==> src/rtl/stdout_uart_tx.sv <==
// Processor stdout byte sink: edge-captures bytes into a circular FIFO and
// serialises them as 8N1 UART frames on a registered tx line.
module stdout_uart_tx #(
  parameter int CLKS_PER_BIT = 104,
  parameter int FIFO_DEPTH   = 16
) (
  input  logic                        clk,
  input  logic                        reset,
  input  logic [7:0]                  stdout,
  input  logic                        stdout_en,
  output logic                        tx,
  output logic                        cpu_en,
  output logic                        busy,
  output logic                        overflow,
  output logic [$clog2(FIFO_DEPTH):0] fifo_count,
  output logic [1:0]                  dbg_state_o
);

  localparam int AW = $clog2(FIFO_DEPTH);
  localparam int CW = AW + 1;
  localparam int BW = (CLKS_PER_BIT > 1) ? $clog2(CLKS_PER_BIT) : 1;

  localparam logic [BW-1:0] BIT_LAST = BW'(CLKS_PER_BIT - 1);
  localparam logic [CW-1:0] CNT_FULL = CW'(FIFO_DEPTH);
  localparam logic [CW-1:0] CNT_HIGH = CW'(FIFO_DEPTH - 1);

  typedef enum logic [1:0] {
    S_IDLE  = 2'd0,
    S_START = 2'd1,
    S_DATA  = 2'd2,
    S_STOP  = 2'd3
  } state_e;

  // Handshake: a byte is offered by a 0->1 transition of stdout_en (valid);
  // cpu_en is the ready/backpressure, dropping while the FIFO is nearly full.
  // An offer ignoring cpu_en into a full FIFO is dropped and sets overflow.

  logic [7:0]    mem_q [FIFO_DEPTH];
  logic [AW-1:0] wr_ptr_q, wr_ptr_d;
  logic [AW-1:0] rd_ptr_q, rd_ptr_d;
  logic [CW-1:0] count_q, count_d;
  logic          en_q;
  logic          arm_q, arm_d;
  logic          ovf_q, ovf_d;
  logic          cpu_en_q, cpu_en_d;
  logic          tx_q, tx_d;
  logic          line_busy_q;
  state_e        state_q, state_d;
  logic [BW-1:0] bit_cnt_q, bit_cnt_d;
  logic [2:0]    bit_idx_q, bit_idx_d;
  logic [7:0]    shift_q, shift_d;

  logic capture;
  logic pop;
  logic push;
  logic full;
  logic bit_end;

  // Capture and FIFO bookkeeping
  always_comb begin
    capture  = stdout_en && !en_q && arm_q;
    full     = (count_q == CNT_FULL);
    pop      = (state_q == S_IDLE) && (count_q != '0);
    push     = capture && (!full || pop);
    arm_d    = arm_q || !stdout_en;
    ovf_d    = ovf_q || (capture && full && !pop);
    wr_ptr_d = wr_ptr_q;
    rd_ptr_d = rd_ptr_q;
    count_d  = count_q;
    if (push) begin
      wr_ptr_d = wr_ptr_q + AW'(1);
    end
    if (pop) begin
      rd_ptr_d = rd_ptr_q + AW'(1);
    end
    if (push && !pop) begin
      count_d = count_q + CW'(1);
    end else if (pop && !push) begin
      count_d = count_q - CW'(1);
    end
    cpu_en_d = (count_q < CNT_HIGH);
  end

  // TX FSM next-state and bit timing
  always_comb begin
    state_d   = state_q;
    bit_cnt_d = bit_cnt_q;
    bit_idx_d = bit_idx_q;
    shift_d   = shift_q;
    bit_end   = (bit_cnt_q == BIT_LAST);
    case (state_q)
      S_IDLE: begin
        if (pop) begin
          shift_d   = mem_q[rd_ptr_q];
          bit_cnt_d = '0;
          bit_idx_d = 3'd0;
          state_d   = S_START;
        end
      end
      S_START: begin
        if (bit_end) begin
          bit_cnt_d = '0;
          state_d   = S_DATA;
        end else begin
          bit_cnt_d = bit_cnt_q + BW'(1);
        end
      end
      S_DATA: begin
        if (bit_end) begin
          bit_cnt_d = '0;
          shift_d   = {1'b0, shift_q[7:1]};
          if (bit_idx_q == 3'd7) begin
            state_d = S_STOP;
          end else begin
            bit_idx_d = bit_idx_q + 3'd1;
          end
        end else begin
          bit_cnt_d = bit_cnt_q + BW'(1);
        end
      end
      S_STOP: begin
        if (bit_end) begin
          bit_cnt_d = '0;
          state_d   = S_IDLE;
        end else begin
          bit_cnt_d = bit_cnt_q + BW'(1);
        end
      end
      default: begin
        state_d = S_IDLE;
      end
    endcase
  end

  // The line level is a registered function of the current state, so tx
  // trails the FSM by one cycle and no input reaches it combinationally.
  always_comb begin
    tx_d = 1'b1;
    case (state_q)
      S_START: tx_d = 1'b0;
      S_DATA:  tx_d = shift_q[0];
      default: tx_d = 1'b1;
    endcase
  end

  always_ff @(posedge clk) begin
    if (reset) begin
      wr_ptr_q    <= '0;
      rd_ptr_q    <= '0;
      count_q     <= '0;
      en_q        <= 1'b0;
      arm_q       <= !stdout_en;
      ovf_q       <= 1'b0;
      cpu_en_q    <= 1'b1;
      tx_q        <= 1'b1;
      line_busy_q <= 1'b0;
      state_q     <= S_IDLE;
      bit_cnt_q   <= '0;
      bit_idx_q   <= 3'd0;
      shift_q     <= 8'h00;
    end else begin
      wr_ptr_q    <= wr_ptr_d;
      rd_ptr_q    <= rd_ptr_d;
      count_q     <= count_d;
      en_q        <= stdout_en;
      arm_q       <= arm_d;
      ovf_q       <= ovf_d;
      cpu_en_q    <= cpu_en_d;
      tx_q        <= tx_d;
      line_busy_q <= (state_q != S_IDLE);
      state_q     <= state_d;
      bit_cnt_q   <= bit_cnt_d;
      bit_idx_q   <= bit_idx_d;
      shift_q     <= shift_d;
    end
  end

  // Storage needs no reset: occupancy is tracked by the pointers and count.
  always_ff @(posedge clk) begin
    if (!reset && push) begin
      mem_q[wr_ptr_q] <= stdout;
    end
  end

  assign tx          = tx_q;
  assign cpu_en      = cpu_en_q;
  assign overflow    = ovf_q;
  assign fifo_count  = count_q;
  assign busy        = (count_q != '0) || (state_q != S_IDLE) || line_busy_q;
  assign dbg_state_o = state_q;

endmodule

==> config.mk <==
export PLATFORM = sky130hd
export DESIGN_NAME = stdout_uart_tx
export DESIGN_NICKNAME = d
export VERILOG_FILES = /design/src/rtl/stdout_uart_tx.sv
export SDC_FILE = /design/constraint.sdc
export NUM_CORES = 1
export LEC_CHECK = 0
export BUFFER_PORTS_ARGS = -buffer_cell sky130_fd_sc_hd__buf_2
export CAP_MARGIN = 20
export CORE_MARGIN = 4
export CORE_UTILIZATION = 60
export DETAILED_ROUTE_END_ITERATION = 6
export PLACE_DENSITY = 0.78
export REMOVE_ABC_BUFFERS = 1
export SLEW_MARGIN = 20
export SYNTH_ARGS = -nofsm -noshare
export SYNTH_HDL_FRONTEND = slang
export SYNTH_SLANG_ARGS = --single-unit
==> constraint.sdc <==
create_clock -name clk -period 4.9 [get_ports clk]
set_input_delay 0 -clock clk [delete_from_list [all_inputs] [get_ports clk]]
set_output_delay 0 -clock clk [all_outputs]
set_load 0.02 [all_outputs]
==> results of run 1 <==
timing repair:
action	in CTS	in global routing
hold buffers	9	0
endpoints found under the setup margin	0	0
endpoints found under the hold margin	109	0
cell type report:
class,instances,area share
Inverter,14,0.00663
Sequential cell,171,0.594
Clock buffer,17,0.0537
Timing Repair Buffer,32,0.0265
Tap cell,143,0.0226
Multi-Input combinational cell,273,0.284
Clock inverter,15,0.0129
worst paths after layout:
check | from | end | slack, ns | depth (start not counted)
max | dbg_state_o[1]$_SDFFE_PP0P_ | fifo_count[4]$_SDFFE_PP0P_ | 1.44 | 12
min | reset | fifo_count[2]$_SDFFE_PP0P_ | 0.14 | 2
max reg2reg | dbg_state_o[1]$_SDFFE_PP0P_ | fifo_count[4]$_SDFFE_PP0P_ | 1.44 | 12
min reg2reg | shift_q[6]$_SDFFE_PP0P_ | shift_q[6]$_SDFFE_PP0P_ | 0.46 | 2
synth_stat cells (3+ instances only):
cell type	n	share of area
a41oi_1	3	0.0037
a31oi_1	3	0.0026
clkbuf_1	7	0.0037
buf_2	7	0.0049
a311oi_1	3	0.0037
mux4_2	26	0.082
nand2_1	28	0.015
nor2b_1	7	0.0061
nand4_1	6	0.0053
nand2b_1	15	0.013
buf_6	4	0.0063
a221oi_1	8	0.0098
dfxtp_1	43	0.12
nor2_1	40	0.021
mux2i_1	17	0.024
o21ai_0	11	0.0077
a221o_1	6	0.0084
nand3_1	14	0.0098
xor2_1	7	0.0086
nor3_1	7	0.0049
and3_1	3	0.0026
a21oi_1	21	0.015
inv_1	14	0.0074
ha_1	18	0.032
buf_1	3	0.0016
edfxtp_1	128	0.54
stage by stage:
step	setup slack (ns)	hold slack, ns	cell area, um2
6_report	1.44	0.142	7930
3_3_place_gp	1.66	0.198	7290
5_1_grt	1.17	0.164	7930
4_1_cts	1.45	0.121	7910
2_1_floorplan	1.80	0.0691	6990
3_5_place_dp	1.51	0.209	7290
cell families (layout without fill, tap and decap cells):
family	Yosys count	after routing	synth area share
DFF	171	171	0.659
and+or+nand+nor	136	136	0.0983
AOI/OAI and AO/OA	66	66	0.0627
muxes	44	44	0.107
buffers and inverters	39	78	0.0287
adders and majority gates	19	19	0.0343
xor gates and xnor gates	8	8	0.00981
placed cells by master (no fill, tap or decap), types with 3 or more instances in the layout:
cell           count
a21oi_1           21
a221o_1            6
a221oi_1           8
a311oi_1           3
a31oi_1            3
a41oi_1            3
and3_1             3
buf_2             21
clkbuf_16         17
clkinv_2           5
clkinvlp_4         5
dfxtp_1           42
dlygate4sd3_1      9
edfxtp_1         128
ha_1              18
inv_1             14
mux2i_1           17
mux4_2            26
nand2_1           28
nand2b_1          15
nand3_1           14
nand4_1            6
nor2_1            40
nor2b_1            7
nor3_1             3
nor3_2             4
o21ai_0           11
xor2_1             7
layer usage:
metal | GRT usage | share of wire | wire length [um]
met4 | 0.0803 | 0.018 | 254
met1 | 0.301 | 0.43 | 5890
met2 | 0.350 | 0.50 | 6880
met3 | 0.0591 | 0.055 | 756
met5 | 0 | 0 | 0
flip-flops by register name, summed over array words and instances, names as in the netlist, 2 cells and up, named ones only:
| name | count |
|---|---|
| mem_q | 128 |
| shift_q | 8 |
| bit_cnt_q | 7 |
| fifo_count | 5 |
| rd_ptr_q | 4 |
| wr_ptr_q | 4 |
| bit_idx_q | 3 |
| dbg_state_o | 2 |
power by group:
| part | switching [W] | internal [W] | total (W) |
|---|---|---|---|
| Combinational | 0.000539 | 0.000434 | 0.000973 |
| Sequential | 0.000130 | 0.00164 | 0.00177 |
| Clock | 0.000545 | 0.000645 | 0.00119 |
| Total | 0.00121 | 0.00272 | 0.00394 |
worst max-delay path: cells and delay by family, from the launching register on:
family | cells | cell delay, ns
and+or+nand+nor | 3 | 0.56
buffers and inverters | 2 | 0.25
AOI/OAI and AO/OA | 3 | 0.82
DFF | 1 | 0.36
adders and majority gates | 3 | 1.02
muxes | 1 | 0.34
==> impl_results.md, run 1 <==
- Worst path most repeated cell: ha_1
- Lkg Pwr: 2.62 nW
- Via count: 4091
- Post-placement cell count: about 620
- Area of the multi-input gates: between 0.002 and 0.0025 mm2
- Final Core Density: 0.688
- Clock buffer depth: 2
- Tcrit/Tclk final: 0.705
- Antenna violations before repair: 0
- Largest net degree at the start of global routing: 44
- Share of flip-flops with an asynchronous set or reset: 0
- Power Total: about 0.0039 W
- H-tree Lvls: 4
- WL/cell: 20.7 um
- Worst VDD drop: approximately 350 uV
- # diodes: 0
- Vias in the first global route: 4106
- Slew of the pin with the lowest slew margin: ~0.84 ns
- Worst-path maximum fanout: 10
- Ys flop type: edfxtp_1
- Highest clock rate: slightly below 300 MHz
- Detailed Route WL: ~14000 um
- Number of synthesized flops with an enable pin: 128
- Post-CTS Resized: 0
- Worst hold path type: primary input to register
- CTS buffer count: 17
- Die area: approximately 0.014 mm2
- WP data arrival: roughly 3.8 ns
- # Post-CTS Setup Buffers: 0
- DRT Pass-1 Iters: 5
- Final setup vio count: 0
- Worst Skew: around 0.0067 ns
- Site row count: 39
- HPWL after DPL: 8690 um
- Clk sinks: 171
- FF+latch count, synth: about 170
- RSZ-0062 raised after global routing: no
- Synth warnings: 0
- Buffers on Ports: 21
- Clk Latency, worst-skew pair: roughly 0.42 ns
- Worst path slowest cell: a21boi_1
- GRT Total Usage: 0.222
- Layout cell share with drive strength beyond 1: 0.178
- Post-DRT Antenna Nets: 0
- Syn avg cell area: 14.8 um2
- Initial detailed-routing violation count: roughly 400
- Post-Syn Instances: 483
- CORE AREA: roughly 0.012 mm2
- Area growth, synth to finish: 11.0%
- Critical Path RT: 5.21 ns
- Via-to-Cell Ratio: between 6 and 7
- Rel. slew slack: 0.443
- Syn Std Cell Area: slightly above 0.007 mm2
- Power Dens Cells: between 400 and 500 mW/mm2
- Initial Util: 0.620
- Grt ovf: 0
- MaxCap Viol Count: 0
- Final hold vios: 0
- Seq/Total Area, Yosys: 0.659
- # DRC: 0
- Startpoint types: register
- CTS tree: done
- Net count reported at finish: between 500 and 600
- Fillers: 751
- Yosys cell types: between 50 and 60
- I/O pin cnt: 22
- WS Path Type: register to register
- Routability cong.: 0.850
- CTS clk-pin slew, worst paths: ~0.060 ns
- Die span in y: approximately 120 um
- Total area of sequential cells: approximately 0.0047 mm2
- Die X: 117 um
- First-pass GRT wire length: between 20000 and 25000 um
- Post-Route Setup TNS: 0 ns
- Outcome: finished, final reports clean
- Cell Chain, Critical Path: inv_1 -> ha_1 -> nor2b_1 -> a21boi_1 -> ha_1 -> inv_1 -> ha_1 -> nor2b_1 -> o21a_1 -> or3_1 -> a21oi_1 -> mux2_2
- Critical Path Sink Type: register
- Tmin final: roughly 3.5 ns
- Final Slew Violations: 0
- Worst path max stage delay: approximately 0.46 ns
- Root buffer cell: clkbuf_16
- Layout Cells excl Fill: approximately 670
Note: power is estimated with default switching activity, not from simulation.
==> run 2: changes to the inputs <==
--- a/config.mk
+++ b/config.mk
@@ -5,6 +5,7 @@
 export SDC_FILE = /design/constraint.sdc
 export NUM_CORES = 1
 export LEC_CHECK = 0
+export ABC_AREA = 1
 export BUFFER_PORTS_ARGS = -buffer_cell sky130_fd_sc_hd__buf_2
 export CAP_MARGIN = 20
 export CORE_MARGIN = 4
==> constraint.sdc (replaced) <==
create_clock -name clk -period 3.2 [get_ports clk]
set_input_delay 0 -clock clk [delete_from_list [all_inputs] [get_ports clk]]
set_output_delay 0 -clock clk [all_outputs]
set_load 0.02 [all_outputs]
==> run 2 against run 1 <==
Against the previous run:
- the run now ends with design-rule violations left
- non-clock buffer count shrank 6
- global-route usage is 1.6 points higher
- largest power group unchanged
- design area up 5.0%
- critical path depth up 3
- largest cell class unchanged
- sequential power increased by 49%
- synthesized cell count rose by 62%
- via count increased by 33%
- fmax increased by 20%
- area after synthesis increased by 5.2%
==> impl_results.md, run 2 <==
- Routability cong.: between 0.9 and 1
- Die area: 0.0144 mm2
- WS Path Type: register to register
- Critical Path Sink Type: register
- WP data arrival: about 3.2 ns
- Critical Path RT: about 3.5 ns
- First-pass GRT wire length: about 26000 um
- HPWL after DPL: 10500 um
- Count leader, synth: nand2_1
- Ys flop type: edfxtp_1
- Final setup vio count: 0
- Clk sinks: 171
- Failing checks: design-rule violations
- CTS buffer count: 17
- Die X: about 120 um
- DRT Pass-1 Iters: 7
- Max FFs per register: approximately 130
- Net count reported at finish: between 800 and 900
- Met1 track demand over resource: 0.305
- Lkg Pwr: between 3 and 4 nW
- Highest clock rate: about 350 MHz
- Via-to-Cell Ratio: 5.55
- Layout cell share with drive strength beyond 1: 0.0852
- Top cell type's share of synthesized area: 0.512
- Syn Std Cell Area: ~0.0075 mm2
- Seq/Total Area, Yosys: 0.626
- Cell Chain, Critical Path: inv_1 -> ha_1 -> nor3_1 -> nor2_2 -> ha_1 -> inv_1 -> ha_1 -> a21oi_1 -> nor2_1 -> nor2_1 -> nand2_1 -> nand3_1 -> nand2_1 -> nand2_1 -> nor2_1
- Final Core Density: 0.687
- Root buffer cell: clkbuf_16
- Biggest regs: mem_q x128, shift_q x8, bit_cnt_q x7
- Vias in the first global route: roughly 5100
- WL/cell: 16.7 um
- Largest net degree at the start of global routing: 67
- Worst path max stage delay: approximately 0.42 ns
- GR peak layer: met2
- Area after DPL: slightly below 0.008 mm2
- Most frequent cells in the layout: nand2_1, edfxtp_1, nand3_1
- Slew of the pin with the lowest slew margin: just under 1 ns
- Tmin final: between 2 and 3 ns
- Tcrit/Tclk final: 0.898
- Die span in y: 120 um
- # Post-CTS Setup Buffers: 0
- Met2 global-route usage: 0.395
- GRT met3 Usage: 0.0542
- Worst Skew: between 0.008 and 0.009 ns
- Worst VDD drop: 571 uV
- Grt ovf: 0
- Post-route design area: ~0.0083 mm2
- Rel. slew slack: 0.340
- Most flops, register: mem_q
- Outcome: complete, but fails checks
- Site row count: 40
- Syn avg cell area: approximately 9.6 um2
- Initial detailed-routing violation count: ~470
- CORE AREA: 0.0121 mm2
- Worst hold path type: primary input to register
- Commonest non-fill, non-tap cell in the layout: nand2_1
- GRT Total Usage: 0.238
- Area leader, netlist: edfxtp_1
- Number of synthesized flops with an enable pin: 128
- Post-DRT Antenna Nets: 0
- Top post-synthesis cells by area: edfxtp_1, dfxtp_1, nand2_1, nand3_1, inv_1
- Share of flip-flops with an asynchronous set or reset: 0
- # diodes: 0
- Detailed Route WL: roughly 16000 um
- Clock buffer depth: 2
- # DRC: 1
- Buffers on Ports: 21
- CP top delay family: simple AND/OR/NAND/NOR gates
- Startpoint types: register
- CTS tree: done
- Antenna violations before repair: 0
- Final hold vios: 0
- Yosys cell types: 33
- Initial Util: 0.620
- CTS clk-pin slew, worst paths: around 0.06 ns
- I/O pin cnt: 22
- CP bufs+invs: 2
- Worst path slowest cell: nor3_1
- Worst-path maximum fanout: 7
- Synth warnings: 0
- RSZ-0062 raised after global routing: no
- Area growth, synth to finish: 10.8%
- Post-Syn Instances: ~780
- Post-CTS Resized: 0
- Final Slew Violations: 0
- Via count: about 5400
- H-tree Lvls: 4
- Clk Latency, worst-skew pair: 0.43 ns
- Post-Route Setup TNS: 0 ns
- MaxCap Viol Count: 0
- Worst hold slack: a little over 0.02 ns
- Power Dens Cells: about 800 mW/mm2
- Most frequent cells after synthesis: nand2_1, edfxtp_1, nand3_1
- FF+latch count, synth: approximately 170
[run 2: logic make-up after synthesis]
group	Yosys count	synth area share
fa+ha+maj	19	0.0327
flops	171	0.626
compound gates	63	0.0440
buf+inv	122	0.0656
simple gates	401	0.226
xor+xnor	5	0.00583
[run 2: report_power, final]
group | total (W) | internal, W | switching [W]
Clock | 0.00206 | 0.00125 | 0.000810
Combinational | 0.00204 | 0.000622 | 0.00142
Sequential | 0.00263 | 0.00253 | 0.000102
Total | 0.00673 | 0.00440 | 0.00233
[run 2: path summary, 6_finish.rpt]
path,cells past startpoint,startpoint,endpoint,slack [ns]
worst max-delay path,15,dbg_state_o[0]$_SDFFE_PP0P_,fifo_count[4]$_SDFFE_PP0P_,0.33
worst max register to register,15,dbg_state_o[0]$_SDFFE_PP0P_,fifo_count[4]$_SDFFE_PP0P_,0.33
worst min register to register,2,shift_q[7]$_SDFFE_PP0P_,shift_q[7]$_SDFFE_PP0P_,0.47
worst min-delay path,1,stdout[5],mem_q[5][5]$_DFFE_PP_,0.02
[run 2: repair_timing]
action	4_1_cts	5_1_grt
endpoints found under the hold margin	18	0
setup endpoints to repair	0	0
hold buffers	2	0
[run 2: layout make-up]
type,count,area (um2)
clock inverter,11,145
sequential,171,4710
clock buffer,21,450
multi-input combinational,488,2310
inverter,93,349
fill,902,3790
tap,168,210
timing repair buffer,26,148
[run 2: layer usage]
metal  vias to the layer above  part of all wire
li1                       2582                 -
met1                      2550              0.40
met2                       250              0.49
met3                        46             0.078
met4                         0             0.025
met5                         -                 0
[run 2: stage by stage]
step	worst slack, ns	total power, W	instances
2_1_floorplan	0.450	0.00409	752
3_3_place_gp	0.633	0.00458	944
3_5_place_dp	0.496	0.00466	944
4_1_cts	0.381	0.00671	978
5_1_grt	0.101	0.00712	978
6_report	0.327	0.00673	978
[run 2: worst reg2reg max path, stage by stage, from the launching register on]
cell,delay [ns]
dfxtp_1,0.37
inv_1,0.11
ha_1,0.30
nor3_1,0.42
nor2_2,0.14
ha_1,0.25
inv_1,0.15
ha_1,0.27
a21oi_1,0.15
nor2_1,0.07
nor2_1,0.11
nand2_1,0.09
nand3_1,0.13
nand2_1,0.08
nand2_1,0.07
nor2_1,0.05
==> run 3: changes to the inputs <==
==> constraint.sdc (replaced) <==
create_clock -name clk -period 2.9 [get_ports clk]
set_input_delay 0 -clock clk [delete_from_list [all_inputs] [get_ports clk]]
set_output_delay 0 -clock clk [all_outputs]
set_load 0.02 [all_outputs]
==> run 3 against run 2 <==
Against the previous run:
- flip-flop and latch count stayed put
- final cell count increased by 0.82%
- count of clock-buffer cells in the layout decreased by 1
- via count up 0.59%
- critical endpoint unchanged
- clock power rose by 6%
- the run now ends clean
- largest power group unchanged
- hold slack lost 0.0023 ns
- non-clock buffer count is 8 higher
- critical path depth fell by 1
- fmax increased by 12%
- combinational power up 13%
==> impl_results.md, run 3 (same netlist as run 2, synthesis figures left out) <==
- Routability cong.: approximately 0.95
- Via count: around 5500
- CORE AREA: roughly 0.012 mm2
- Vias in the first global route: between 5000 and 6000
- Most frequent cells in the layout: nand2_1, edfxtp_1, nand3_1
- Worst hold path type: primary input to register
- CTS tree: done
- Worst VDD drop: 656 uV
- Site row count: 40
- Die area: approximately 0.014 mm2
- Clk Latency, worst-skew pair: about 0.43 ns
- Final setup vio count: 0
- # diodes: 0
- Critical Path RT: ~3.3 ns
- Rel. slew slack: 0.484
- First-pass GRT wire length: 26400 um
- Commonest non-fill, non-tap cell in the layout: nand2_1
- I/O pin cnt: 22
- Power Total: between 0.007 and 0.008 W
- Final Slew Violations: 0
- Power Dens Cells: roughly 900 mW/mm2
- Area growth, synth to finish: 11.5%
- Initial Util: 0.620
- RR Startpoint: dbg_state_o[1]$_SDFFE_PP0P_
- Post-Route Setup TNS: 0 ns
- Most flops, register: mem_q
- Die X: between 100 and 150 um
- Clk sinks: between 150 and 200
- Grt ovf: 0
- Startpoint types: register
- HPWL after DPL: 10400 um
- Post-placement cell count: between 900 and 1000
- R2R depth: 14
- Biggest regs: mem_q x128, shift_q x8, bit_cnt_q x7
- Highest clock rate: 389 MHz
- RSZ-0062 raised after global routing: no
- Fin worst setup slack: 0.329 ns
- Outcome: finished, final reports clean
- CP endpoint: fifo_count[4]$_SDFFE_PP0P_
- Initial detailed-routing violation count: approximately 540
- CTS clk-pin slew, worst paths: roughly 0.060 ns
- DRT Pass-1 Iters: 5
- Layout Cells excl Fill: about 990
- Critical Path Sink Type: register
- Worst hold slack: 0.0182 ns
- Clock buffer depth: 2
- Post-DRT Antenna Nets: 0
- H-tree Lvls: 4
- Tcrit/Tclk final: 0.887
- MaxCap Viol Count: 0
- Antenna violations before repair: 0
- Place WS: roughly 0.18 ns
- Largest net degree at the start of global routing: between 60 and 70
- WL/cell: 16.5 um
- Buffers on Ports: 21
- WP data arrival: approximately 2.9 ns
- GRT Total Usage: 0.239
- R2r endpoint: fifo_count[4]$_SDFFE_PP0P_
- Tmin final: 2.57 ns
- Final hold vios: 0
- Fillers: between 900 and 1000
- Slew of the pin with the lowest slew margin: 0.771 ns
- Reg-to-reg slack, setup: between 0.3 and 0.4 ns
- Detailed Route WL: between 15000 and 20000 um
- Via-to-Cell Ratio: between 5 and 6
- Max FFs per register: between 100 and 150
- # DRC: 0
- CTS buffer count: 17
- Net count reported at finish: around 840
- WS Path Type: register to register
- Lkg Pwr: ~3.5 nW
- Root buffer cell: clkbuf_16
- Die span in y: 120 um
- CP startpoint: dbg_state_o[1]$_SDFFE_PP0P_
- Worst-path maximum fanout: 7
- Layout cell share with drive strength beyond 1: 0.100
- Worst Skew: 0.00669 ns
run 3: cell count changes in the layout (fill, tap and decap cells not counted), moves of 2 or more:
cell,change
clkbuf_8,+2
dlygate4sd3_1,+2
clkinv_2,+3
inv_6,+4
clkinv_1,-2
buf_4,+6
clkbuf_1,-3
clkinvlp_4,-2
bufinv_16,-2
run 3: report_power, final:
part / total [W] / switching, W / internal [W]
clock network: 0.00219 / 0.000935 / 0.00126
registers: 0.00291 / 0.000114 / 0.00279
logic: 0.00230 / 0.00159 / 0.000714
total: 0.00740 / 0.00264 / 0.00476
run 3: final cells by class:
cell class,instances,area [um2],area share
tap,168,210,0.0251
sequential,171,4710,0.562
timing repair buffer,34,213,0.0254
clock buffer,20,467,0.0557
multi-input combinational,488,2320,0.277
inverter,93,349,0.0417
clock inverter,12,110,0.0131
run 3: critical path, cell delays in order, from the launching register on:
cell and delay [ns]:
dfxtp_1 0.38, inv_1 0.11, ha_2 0.24, nor3_2 0.26, nor2_2 0.12, ha_1 0.23
inv_1 0.16, ha_1 0.28, a21oi_1 0.15, nor2_1 0.06, o21ai_0 0.16, nand3_1 0.12
nand2_1 0.09, nand2_1 0.05, nor2_1 0.09
run 3: worst min path at each step:
stage	endpoint	slack [ns]	cells past startpoint	start
6_report	mem_q[1][5]$_DFFE_PP_	0.02	1	stdout[5]
5_1_grt	mem_q[13][1]$_DFFE_PP_	0.008	1	stdout[1]
4_1_cts	mem_q[4][2]$_DFFE_PP_	0.008	1	stdout[2]
3_5_place_dp	arm_q$_DFF_P_	0.18	2	stdout_en
3_3_place_gp	arm_q$_DFF_P_	0.18	2	stdout_en
2_1_floorplan	bit_idx_q[0]$_SDFFE_PP0P_	0.06	1	reset
run 3: per-stage QoR:
step,instance area [um2],util
CTS,8370,0.691
global placement,7750,0.640
floorplan,7370,-
finish,8380,0.692
detailed placement,7750,0.640
global route,8380,0.692
run 3: per-layer routing:
layer  share of wire  wire, um  GRT usage  vias up
met1            0.42      6800      0.325     2578
li1                -         -          -     2604
met4           0.028       450     0.0974        0
met3           0.074      1210     0.0533       39
met5               0         0          0        -
met2            0.48      7840      0.376      239
run 3: repair_timing:
action	4_1_cts	5_1_grt
endpoints found under the setup margin	0	2
buffers inserted	0	0
resized for setup	0	2
hold buffers	4	0
endpoints found under the hold margin	50	0
